File: config.mk
export PLATFORM = sky130hd
export DESIGN_NAME = picoblaze_io_bridge
export DESIGN_NICKNAME = d
export VERILOG_FILES = /design/src/rtl/picoblaze_io_pkg.sv /design/src/rtl/picoblaze_int_timer.sv /design/src/rtl/picoblaze_io_bridge.sv
export SDC_FILE = /design/constraint.sdc
export NUM_CORES = 1
export LEC_CHECK = 0
export ABC_CLOCK_PERIOD_IN_PS = 1740
export CORE_ASPECT_RATIO = 1.75
export CORE_MARGIN = 3
export CORE_UTILIZATION = 30
export DETAILED_ROUTE_END_ITERATION = 8
export PLACE_DENSITY = 0.63
export SLEW_MARGIN = 20
export SYNTH_ARGS = -nofsm -noshare
export SYNTH_HDL_FRONTEND = slang
export SYNTH_SLANG_ARGS = --single-unit
File: constraint.sdc
create_clock -name clk -period 1.74 [get_ports clk]
set_input_delay 0.348 -clock clk [delete_from_list [all_inputs] [get_ports clk]]
set_output_delay 0.348 -clock clk [all_outputs]
set_load 0.01 [all_outputs]
File: src/rtl/picoblaze_io_pkg.sv
// Shared constants for the pacoblaze3 I/O bridge: port map, status bit layout
// and the interrupt request state type.
package picoblaze_io_pkg;

    localparam logic [7:0] PORT_IN_BASE  = 8'h00;
    localparam logic [7:0] PORT_STATUS   = 8'h08;
    localparam logic [7:0] PORT_OVR_CNT  = 8'h09;
    localparam logic [7:0] PORT_OUT_BASE = 8'h80;
    localparam logic [7:0] PORT_DONE     = 8'h40;
    localparam logic [7:0] PORT_INT_CTRL = 8'h41;

    localparam int STAT_START_BIT   = 0;
    localparam int STAT_OVERRUN_BIT = 1;
    localparam int STAT_INT_EN_BIT  = 2;

    typedef enum logic [0:0] {
        IRQ_IDLE = 1'b0,
        IRQ_PEND = 1'b1
    } irq_state_e;

    function automatic logic [7:0] pack_status(input logic start_flag,
                                               input logic overrun,
                                               input logic int_en);
        logic [7:0] st;
        st                   = 8'h00;
        st[STAT_START_BIT]   = start_flag;
        st[STAT_OVERRUN_BIT] = overrun;
        st[STAT_INT_EN_BIT]  = int_en;
        return st;
    endfunction

endpackage

File: src/rtl/picoblaze_int_timer.sv
// Periodic interrupt generator with request/acknowledge handshake and overrun flag.
// Define INT_OVERRUN_COUNT_EN to add the 8-bit saturating overrun counter.
module picoblaze_int_timer
    import picoblaze_io_pkg::*;
#(
    parameter int INT_PERIOD = 7200
) (
    input  logic       clk,
    input  logic       reset,
    input  logic       int_en_i,
    input  logic       int_ack_i,
    input  logic       ovr_clr_i,
`ifdef INT_OVERRUN_COUNT_EN
    input  logic       cnt_clr_i,
    output logic [7:0] ovr_cnt_o,
`endif
    output logic       irq_o,
    output logic       overrun_o
);

    localparam int CW = $clog2(INT_PERIOD);
    localparam logic [CW-1:0] TERM = CW'(INT_PERIOD - 1);

    logic [CW-1:0] cnt_q, cnt_d;
    irq_state_e    irq_state_q, irq_state_d;
    logic          overrun_q, overrun_d;
    logic          tick_s;
    logic          ovr_set_s;

    // Period counter plus interrupt handshake; a tick always wins over an ack.
    always_comb begin
        tick_s      = int_en_i && (cnt_q == TERM);
        cnt_d       = cnt_q;
        irq_state_d = irq_state_q;
        ovr_set_s   = 1'b0;

        if (!int_en_i) begin
            cnt_d = {CW{1'b0}};
        end else if (tick_s) begin
            cnt_d = {CW{1'b0}};
        end else begin
            cnt_d = cnt_q + CW'(1);
        end

        case (irq_state_q)
            IRQ_IDLE: begin
                if (tick_s) begin
                    irq_state_d = IRQ_PEND;
                end else begin
                    irq_state_d = IRQ_IDLE;
                end
            end
            IRQ_PEND: begin
                if (tick_s) begin
                    irq_state_d = IRQ_PEND;
                    ovr_set_s   = !int_ack_i;
                end else if (int_ack_i) begin
                    irq_state_d = IRQ_IDLE;
                end else begin
                    irq_state_d = IRQ_PEND;
                end
            end
            default: irq_state_d = IRQ_IDLE;
        endcase

        if (ovr_set_s) begin
            overrun_d = 1'b1;
        end else if (ovr_clr_i) begin
            overrun_d = 1'b0;
        end else begin
            overrun_d = overrun_q;
        end
    end

    // State registers for the counter, request and overrun flag.
    always_ff @(posedge clk) begin
        if (reset) begin
            cnt_q       <= {CW{1'b0}};
            irq_state_q <= IRQ_IDLE;
            overrun_q   <= 1'b0;
        end else begin
            cnt_q       <= cnt_d;
            irq_state_q <= irq_state_d;
            overrun_q   <= overrun_d;
        end
    end

    assign irq_o     = (irq_state_q == IRQ_PEND);
    assign overrun_o = overrun_q;

`ifdef INT_OVERRUN_COUNT_EN
    logic [7:0] ovr_cnt_q, ovr_cnt_d;
    logic [7:0] ovr_cnt_base_s;

    // A clear and an overrun in the same cycle leave a count of one.
    always_comb begin
        ovr_cnt_base_s = cnt_clr_i ? 8'h00 : ovr_cnt_q;
        if (ovr_set_s && (ovr_cnt_base_s != 8'hFF)) begin
            ovr_cnt_d = ovr_cnt_base_s + 8'h01;
        end else begin
            ovr_cnt_d = ovr_cnt_base_s;
        end
    end

    // Overrun counter register.
    always_ff @(posedge clk) begin
        if (reset) begin
            ovr_cnt_q <= 8'h00;
        end else begin
            ovr_cnt_q <= ovr_cnt_d;
        end
    end

    assign ovr_cnt_o = ovr_cnt_q;
`endif

endmodule

File: src/rtl/picoblaze_io_bridge.sv
// I/O bridge between a pacoblaze3 core and the speech-synthesizer fabric.
// Define INT_OVERRUN_COUNT_EN to make the overrun counter readable at PORT_OVR_CNT.
module picoblaze_io_bridge
    import picoblaze_io_pkg::*;
#(
    parameter int NUM_IN     = 4,
    parameter int NUM_OUT    = 4,
    parameter int INT_PERIOD = 7200
) (
    input  logic                 clk,
    input  logic                 reset,
    input  logic [7:0]           port_id,
    input  logic [7:0]           out_port,
    input  logic                 write_strobe,
    input  logic                 read_strobe,
    output logic [7:0]           in_port,
    output logic                 interrupt,
    input  logic                 interrupt_ack,
    input  logic [NUM_IN*8-1:0]  in_data,
    input  logic                 start_pico,
    output logic [NUM_OUT*8-1:0] out_data,
    output logic [NUM_OUT-1:0]   out_wr_stb,
    output logic                 pico_done
);

    logic [7:0]           in_port_q, in_port_d;
    logic [NUM_OUT*8-1:0] out_data_q, out_data_d;
    logic [NUM_OUT-1:0]   out_wr_stb_q, wr_hit_s;
    logic                 pico_done_q, pico_done_d;
    logic                 int_en_q, int_en_d;
    logic                 start_sync_q, start_prev_q;
    logic                 start_flag_q, start_flag_d;
    logic                 rd_status_s, rd_ovr_cnt_s;
    logic                 int_overrun_s;
    logic [7:0]           ovr_cnt_s;

    assign rd_status_s  = read_strobe && (port_id == PORT_STATUS);
    assign rd_ovr_cnt_s = read_strobe && (port_id == PORT_OVR_CNT);

    picoblaze_int_timer #(
        .INT_PERIOD (INT_PERIOD)
    ) u_int_timer (
        .clk       (clk),
        .reset     (reset),
        .int_en_i  (int_en_q),
        .int_ack_i (interrupt_ack),
        .ovr_clr_i (rd_status_s),
`ifdef INT_OVERRUN_COUNT_EN
        .cnt_clr_i (rd_ovr_cnt_s),
        .ovr_cnt_o (ovr_cnt_s),
`endif
        .irq_o     (interrupt),
        .overrun_o (int_overrun_s)
    );

`ifndef INT_OVERRUN_COUNT_EN
    assign ovr_cnt_s = 8'h00;
`endif

    // Read mux; unmapped addresses fall through to 0x00.
    always_comb begin
        in_port_d = 8'h00;
        case (port_id)
            PORT_STATUS:  in_port_d = pack_status(start_flag_q, int_overrun_s, int_en_q);
            PORT_OVR_CNT: in_port_d = rd_ovr_cnt_s ? ovr_cnt_s : ovr_cnt_s;
            default: begin
                for (int i = 0; i < NUM_IN; i++) begin
                    in_port_d = (port_id == (PORT_IN_BASE + 8'(i))) ? in_data[i*8 +: 8] : in_port_d;
                end
            end
        endcase
    end

    // Write decode for output channels, done pulse, interrupt enable and start flag.
    always_comb begin
        out_data_d = out_data_q;
        for (int i = 0; i < NUM_OUT; i++) begin
            wr_hit_s[i]          = write_strobe && (port_id == (PORT_OUT_BASE + 8'(i)));
            out_data_d[i*8 +: 8] = wr_hit_s[i] ? out_port : out_data_q[i*8 +: 8];
        end
        pico_done_d = write_strobe && (port_id == PORT_DONE) && out_port[0];
        int_en_d    = (write_strobe && (port_id == PORT_INT_CTRL)) ? out_port[0] : int_en_q;

        if (start_sync_q && !start_prev_q) begin
            start_flag_d = 1'b1;
        end else if (rd_status_s) begin
            start_flag_d = 1'b0;
        end else begin
            start_flag_d = start_flag_q;
        end
    end

    // Bridge registers.
    always_ff @(posedge clk) begin
        if (reset) begin
            in_port_q    <= 8'h00;
            out_data_q   <= {(NUM_OUT*8){1'b0}};
            out_wr_stb_q <= {NUM_OUT{1'b0}};
            pico_done_q  <= 1'b0;
            int_en_q     <= 1'b0;
            start_sync_q <= 1'b0;
            start_prev_q <= 1'b0;
            start_flag_q <= 1'b0;
        end else begin
            in_port_q    <= in_port_d;
            out_data_q   <= out_data_d;
            out_wr_stb_q <= wr_hit_s;
            pico_done_q  <= pico_done_d;
            int_en_q     <= int_en_d;
            start_sync_q <= start_pico;
            start_prev_q <= start_sync_q;
            start_flag_q <= start_flag_d;
        end
    end

    assign in_port    = in_port_q;
    assign out_data   = out_data_q;
    assign out_wr_stb = out_wr_stb_q;
    assign pico_done  = pico_done_q;

endmodule

Word-level counts from Yosys, hierarchy flattened
Cells that the tools add are included.
Storage, ports and cells
  output and inout port bits: 46
  bits of input ports: 54
  flip-flop bits (word level): 64
Cells by class
  reductions and logical operators: 16
  equal/unequal tests: 12
  muxes and demuxes: 14
  bitwise logic cells: 2
  add/sub/neg operators: 1
Operator list (number)
  $eq 8x8->1 const B: 4
  $mux 8: 4
  $eq 8x2->1 const B: 2
  $eq 8x4->1 const B: 2
  $eq 8x7->1 const B: 2
  $pmux 8 s2: 1
  $add 13x1->13 const B: 1
  $eq 13x13->1 const B: 1
  $logic_and 1x1->1: 10
  $eq 8x1->1 const B: 1
  $logic_not 8->1: 1
  $mux 1: 8
  $reduce_bool 2->1: 2
  $reduce_or 3->1: 1
  $logic_not 1->1: 2
  $not 1->1: 2
  $pmux 1 s2: 1

Longest topological paths before layout
Gate-level depths: netlist of the first run.
  word-level depth: 6
  gate-level depth with buffers: 6

Hierarchy
Synthesis of the first run repeated with hierarchy kept, for this count alone.
Unflattened totals
  cell total of the unflattened synthesis: 275
  area, all modules: 2816.5 um2
By module, submodules not included
  picoblaze_io_bridge: seq. area each 980.9 um2, instances 1, area each 2160.8 um2, cells each 208
  picoblaze_int_timer: seq. area each 300.3 um2, instances 1, area each 655.6 um2, cells each 67

Worst setup path after synthesis of the first run
No wires, ideal clock.
  path type: flip-flop to flip-flop
  start point: register u_int_timer.cnt_q[0]
  end point: register u_int_timer.cnt_q[10]
  data arrival time: 1.306 ns
  setup slack: 0.317 ns
  required time: 1.623 ns
  cell stages (with the launch flop): 7
  path through: dfxtp_1 > ha_1 > and4_1 > nand4b_1 > nand3b_1 > buf_2 > nor2_1
Between the ends
  word-level cells in the longest chain between the ends: 3
  elaborated cells between the ends (all ways): 4
  those cells by class: add/sub: 1; eq/ne: 1; reduce/logical: 2
Ends and longest elaborated chain
  from (decl): RTL line picoblaze_int_timer.sv:24  | logic [CW-1:0] cnt_q, cnt_d;
  from (signal assigned): RTL line picoblaze_int_timer.sv:78  | cnt_q <= {CW{1'b0}};
  from (signal assigned): RTL line picoblaze_int_timer.sv:82  | cnt_q <= cnt_d;
  parallel branches: the longest is 3 deep, another holds $add 13x1->13
Parallel ways; which one is timed is not known.
A chain may end at the register's enable or synchronous reset.

Final worst setup path of the first run
  start point: register out_data_q[16], in the netlist out_data[16]
  end point: output out_data[16]
RTL lines
  from (decl): RTL line picoblaze_io_bridge.sv:27  | logic [NUM_OUT*8-1:0] out_data_q, out_data_d;
  from (signal assigned): RTL line picoblaze_io_bridge.sv:97  | out_data_q <= {(NUM_OUT*8){1'b0}};
  from (signal assigned): RTL line picoblaze_io_bridge.sv:106  | out_data_q <= out_data_d;
  to (decl): RTL line picoblaze_io_bridge.sv:21  | output logic [NUM_OUT*8-1:0] out_data,
No word-level cell between the ends.

==> metrics.yaml, run 1 <==
min_path:
  holdCritStartpoint: "u_int_timer.cnt_q[0]"
  min_to: "u_int_timer.cnt_q[0]"
  hold_path_depth: 1
  hold_class: "register to register"
logic_synthesis:
  yosysSeqAreaShare: 0.486
  syn_nets: 317
  synthesis.instances: 262
  synth_top_cell_by_area: "dfxtp_1"
  synth.distinct_cells: 39
  syn_area_per_cell_um2: 10.1
  synth_area_leaders: "dfxtp_1 49%, mux2i_1 13%, nor2_1 9.1%"
  synth_top_area_frac: 0.486
  synth.cell_area_mm2: 0.00264
  ys_warn_count: 0
  ys_seq_elements: 64
sta:
  fin_crit_ns: 1.58
  maxSlewHeadroom: 0.752
  clock-skew-final_ns: 0.00253
  max_slew.worst_pin.slew_ns: 0.368
  hold_viol: 0
  fin_setup_tns_ns: 0
  grt_setup_unrepaired: "false"
  fin_crit_sh: 0.910
  finalSetupViolCount: 0
  fmax_ghz: 0.631
  final_max_slew_viol_count: 0
placed_design:
  numPortBuffers: 99
  gp_congestion: 0.815
  dpl.hpwl_um: 5350
final_layout:
  fin_util: 0.496
  nets: 437
  drive_gt1_frac: 0.152
  n_antenna_cell: 0
  syn_to_final_growth_pct: 58.3
  ff_latch_area_mm2: 0.00128
  fillerInstances: 804
  multi_input_area_mm2: 0.00126
clock_network:
  htreeDepth: 3
  cts_buffer_depth: 2
  clkSlewWorstSetupHoldPaths_ns: 0.06
  clk_latency_ns: 0.32
  postCtsSetupBuffers: 0
  cts_tree: "built"
  clock-sinks: 64
  clock-root-buffer: "clkbuf_16"
  cts_hold_repair.buffers: 0
  cts_resized: 0
  cts_inserted_buffers: 9
setup_path:
  path_delay_family: "buffers and inverters"
  crit_type: "register to primary output"
  cpPeakStageDelay_ns: 0.58
  path_buf_inv: 1
  r2r-start: "u_int_timer.cnt_q[0]"
  rrSetupSlack_ns: 0.23
  cp.arrival_ns: 1.24
  path_cells: "clkdlybuf4s50_1"
  reg2reg_depth: 6
  critical_path.max_fanout: 2
  cp.required_ns: 1.39
  crit_slowest_cell: "clkdlybuf4s50_1"
  endpoint_kind: "primary output"
  worst_setup_path_start_kind: "register"
  r2r_end: "u_int_timer.cnt_q[3]"
route:
  drt_first_iter_violations: 68
  final_antenna_net_count: 0
  drc_errors: 0
  drt-wirelength-per-cell_um: 14.1
  vias: 2285
  wl_um: 7070
  vias_per_cell: 4.55
  first_pass_iters: 4
die:
  core_area_mm2: 0.00842
  rows: 44
  initial_core_util: 0.313
  dieArea_mm2: 0.0100
  die_x_um: 76.9
  ioPinCount: 100
  die_y_um: 130
global_route:
  grt_max_degree: 32
  grt_use_total: 0.150
  antenna_found_initial: 0
  grt_pass1_wl_um: 11800
  globalRoute.totalOverflow: 0
  grt_pass1_vias: 2354
power:
  ir_drop_uv: 796
  p_leak_nw: 1.70
  p_per_area_mw_per_mm2: 845
outcome:
  run_status: "finished clean"
job:
  maxCapViolations: 0
[Yosys cell counts]
| cell type | count |
|---|---|
| nand3b_1 | 3 |
| nor3_1 | 5 |
| nand4_1 | 1 |
| o221ai_2 | 5 |
| mux2_2 | 8 |
| nand4b_1 | 2 |
| buf_2 | 2 |
| nor4_2 | 1 |
| and3b_1 | 1 |
| and4_1 | 1 |
| dfxtp_1 | 64 |
| nor4b_1 | 1 |
| a22o_1 | 1 |
| and4bb_1 | 1 |
| buf_6 | 1 |
| a41oi_1 | 1 |
| nand3_1 | 7 |
| nor4_1 | 2 |
| ha_1 | 1 |
| xnor2_1 | 8 |
| o31ai_1 | 1 |
| nor2_1 | 64 |
| o22ai_1 | 3 |
| inv_1 | 3 |
| clkbuf_1 | 5 |
| nor2b_1 | 3 |
| nor3b_2 | 1 |
| nor4b_2 | 2 |
| o21ai_1 | 3 |
| buf_4 | 6 |
| nor4_4 | 1 |
| nand3_2 | 1 |
| a21oi_1 | 1 |
| nand2_1 | 9 |
| mux2i_1 | 33 |
| o2bb2ai_1 | 3 |
| nor4bb_1 | 1 |
| xor2_1 | 3 |
| nand2b_1 | 3 |
[layer usage]
metal / vias up / track usage / routed length (um)
li1: 1145 / - / -
met1: 1044 / 0.163 / 2840
met2: 87 / 0.262 / 3570
met3: 9 / 0.0559 / 536
met4: 0 / 0.0640 / 130
met5: - / 0 / 0
[stage by stage]
stage	hold slack (ns)	cell area [um2]	worst slack, ns	total power, mW	std cells
floorplan	0.418	2640	0.317	1.58	262
global placement	0.429	3870	-0.163	1.76	486
detailed placement	0.449	3870	-0.188	1.76	486
CTS	0.460	4180	0.118	3.60	502
global route	0.492	4180	0.00249	3.66	502
finish	0.452	4180	0.156	3.53	502
[cells by family (layout without fill, tap and decap cells)]
kind of cell,count (synthesis),after routing,synth area share
AO/OA/AOI/OAI,18,18,0.0626
XOR/XNOR,11,11,0.0365
adder cells (fa/ha/maj),1,1,0.00474
buffers and inverters,17,142,0.0365
flip-flops,64,64,0.486
multiplexers,41,41,0.159
AND/OR/NAND/NOR,110,110,0.214
[registers in the layout (all words and copies together) (netlist names), 4 cells and up]
name               flops
u_int_timer.cnt_q     13
out_data              32
out_wr_stb             4
in_port                8
[how the worst max path moves through the flow]
stage	from	end	slack, ns	cells past startpoint
final	out_data[16]	out_data[16]	0.16	1
after global routing	port_id[0]	out_data[9]	0.002	6
after CTS	out_data[16]	out_data[16]	0.12	1
after detailed placement	port_id[0]	out_data[12]	-0.19	6
after global placement	port_id[1]	out_data[29]	-0.16	6
after floorplan	u_int_timer.cnt_q[0]	u_int_timer.cnt_q[10]	0.32	6
[final cells by class]
type,instances,area share
multi-input combinational,181,0.302
clock inverter,6,0.0165
clock buffer,10,0.0572
timing repair buffer,123,0.280
tap,115,0.0345
inverter,3,0.00270
sequential,64,0.307
[report_power, final]
group	switching, mW	internal, mW
Combinational	0.0925	0.161
Sequential	0.00212	1.47
Clock	0.653	1.15
[placed cells by master (no fill, tap or decap), drive strengths merged, types with 2 or more instances in the layout]
cell and count:
clkdlybuf4s50 99, nor2 64, dfxtp 64, mux2i 33, buf 24, clkbuf 10, nand2 9, xnor2 8
mux2 8, nand3 8, nor3 5, o221ai 5, clkinvlp 4, nor4 4, nand3b 3, inv 3
nand2b 3, o22ai 3, o21ai 3, o2bb2ai 3, nor2b 3, xor2 3, nor4b 3, nand4b 2
[worst register-to-register path: cells and delay by family, from the launching register on]
kind / cells / cell delay, ns
adder cells (fa/ha/maj): 1 / 0.25
buffers and inverters: 1 / 0.19
flip-flops: 1 / 0.35
AND/OR/NAND/NOR: 4 / 0.61
Note: power is estimated with default switching activity, not from simulation.
==> inputs of run 2 (changes only) <==
--- a/config.mk
+++ b/config.mk
@@ -6,6 +6,7 @@
 export NUM_CORES = 1
 export LEC_CHECK = 0
 export ABC_CLOCK_PERIOD_IN_PS = 1740
+export CAP_MARGIN = 20
 export CORE_ASPECT_RATIO = 1.75
 export CORE_MARGIN = 3
 export CORE_UTILIZATION = 30
==> results of run 2 <==
No change in the layout: final DEF, timing and power equal those of run 1.
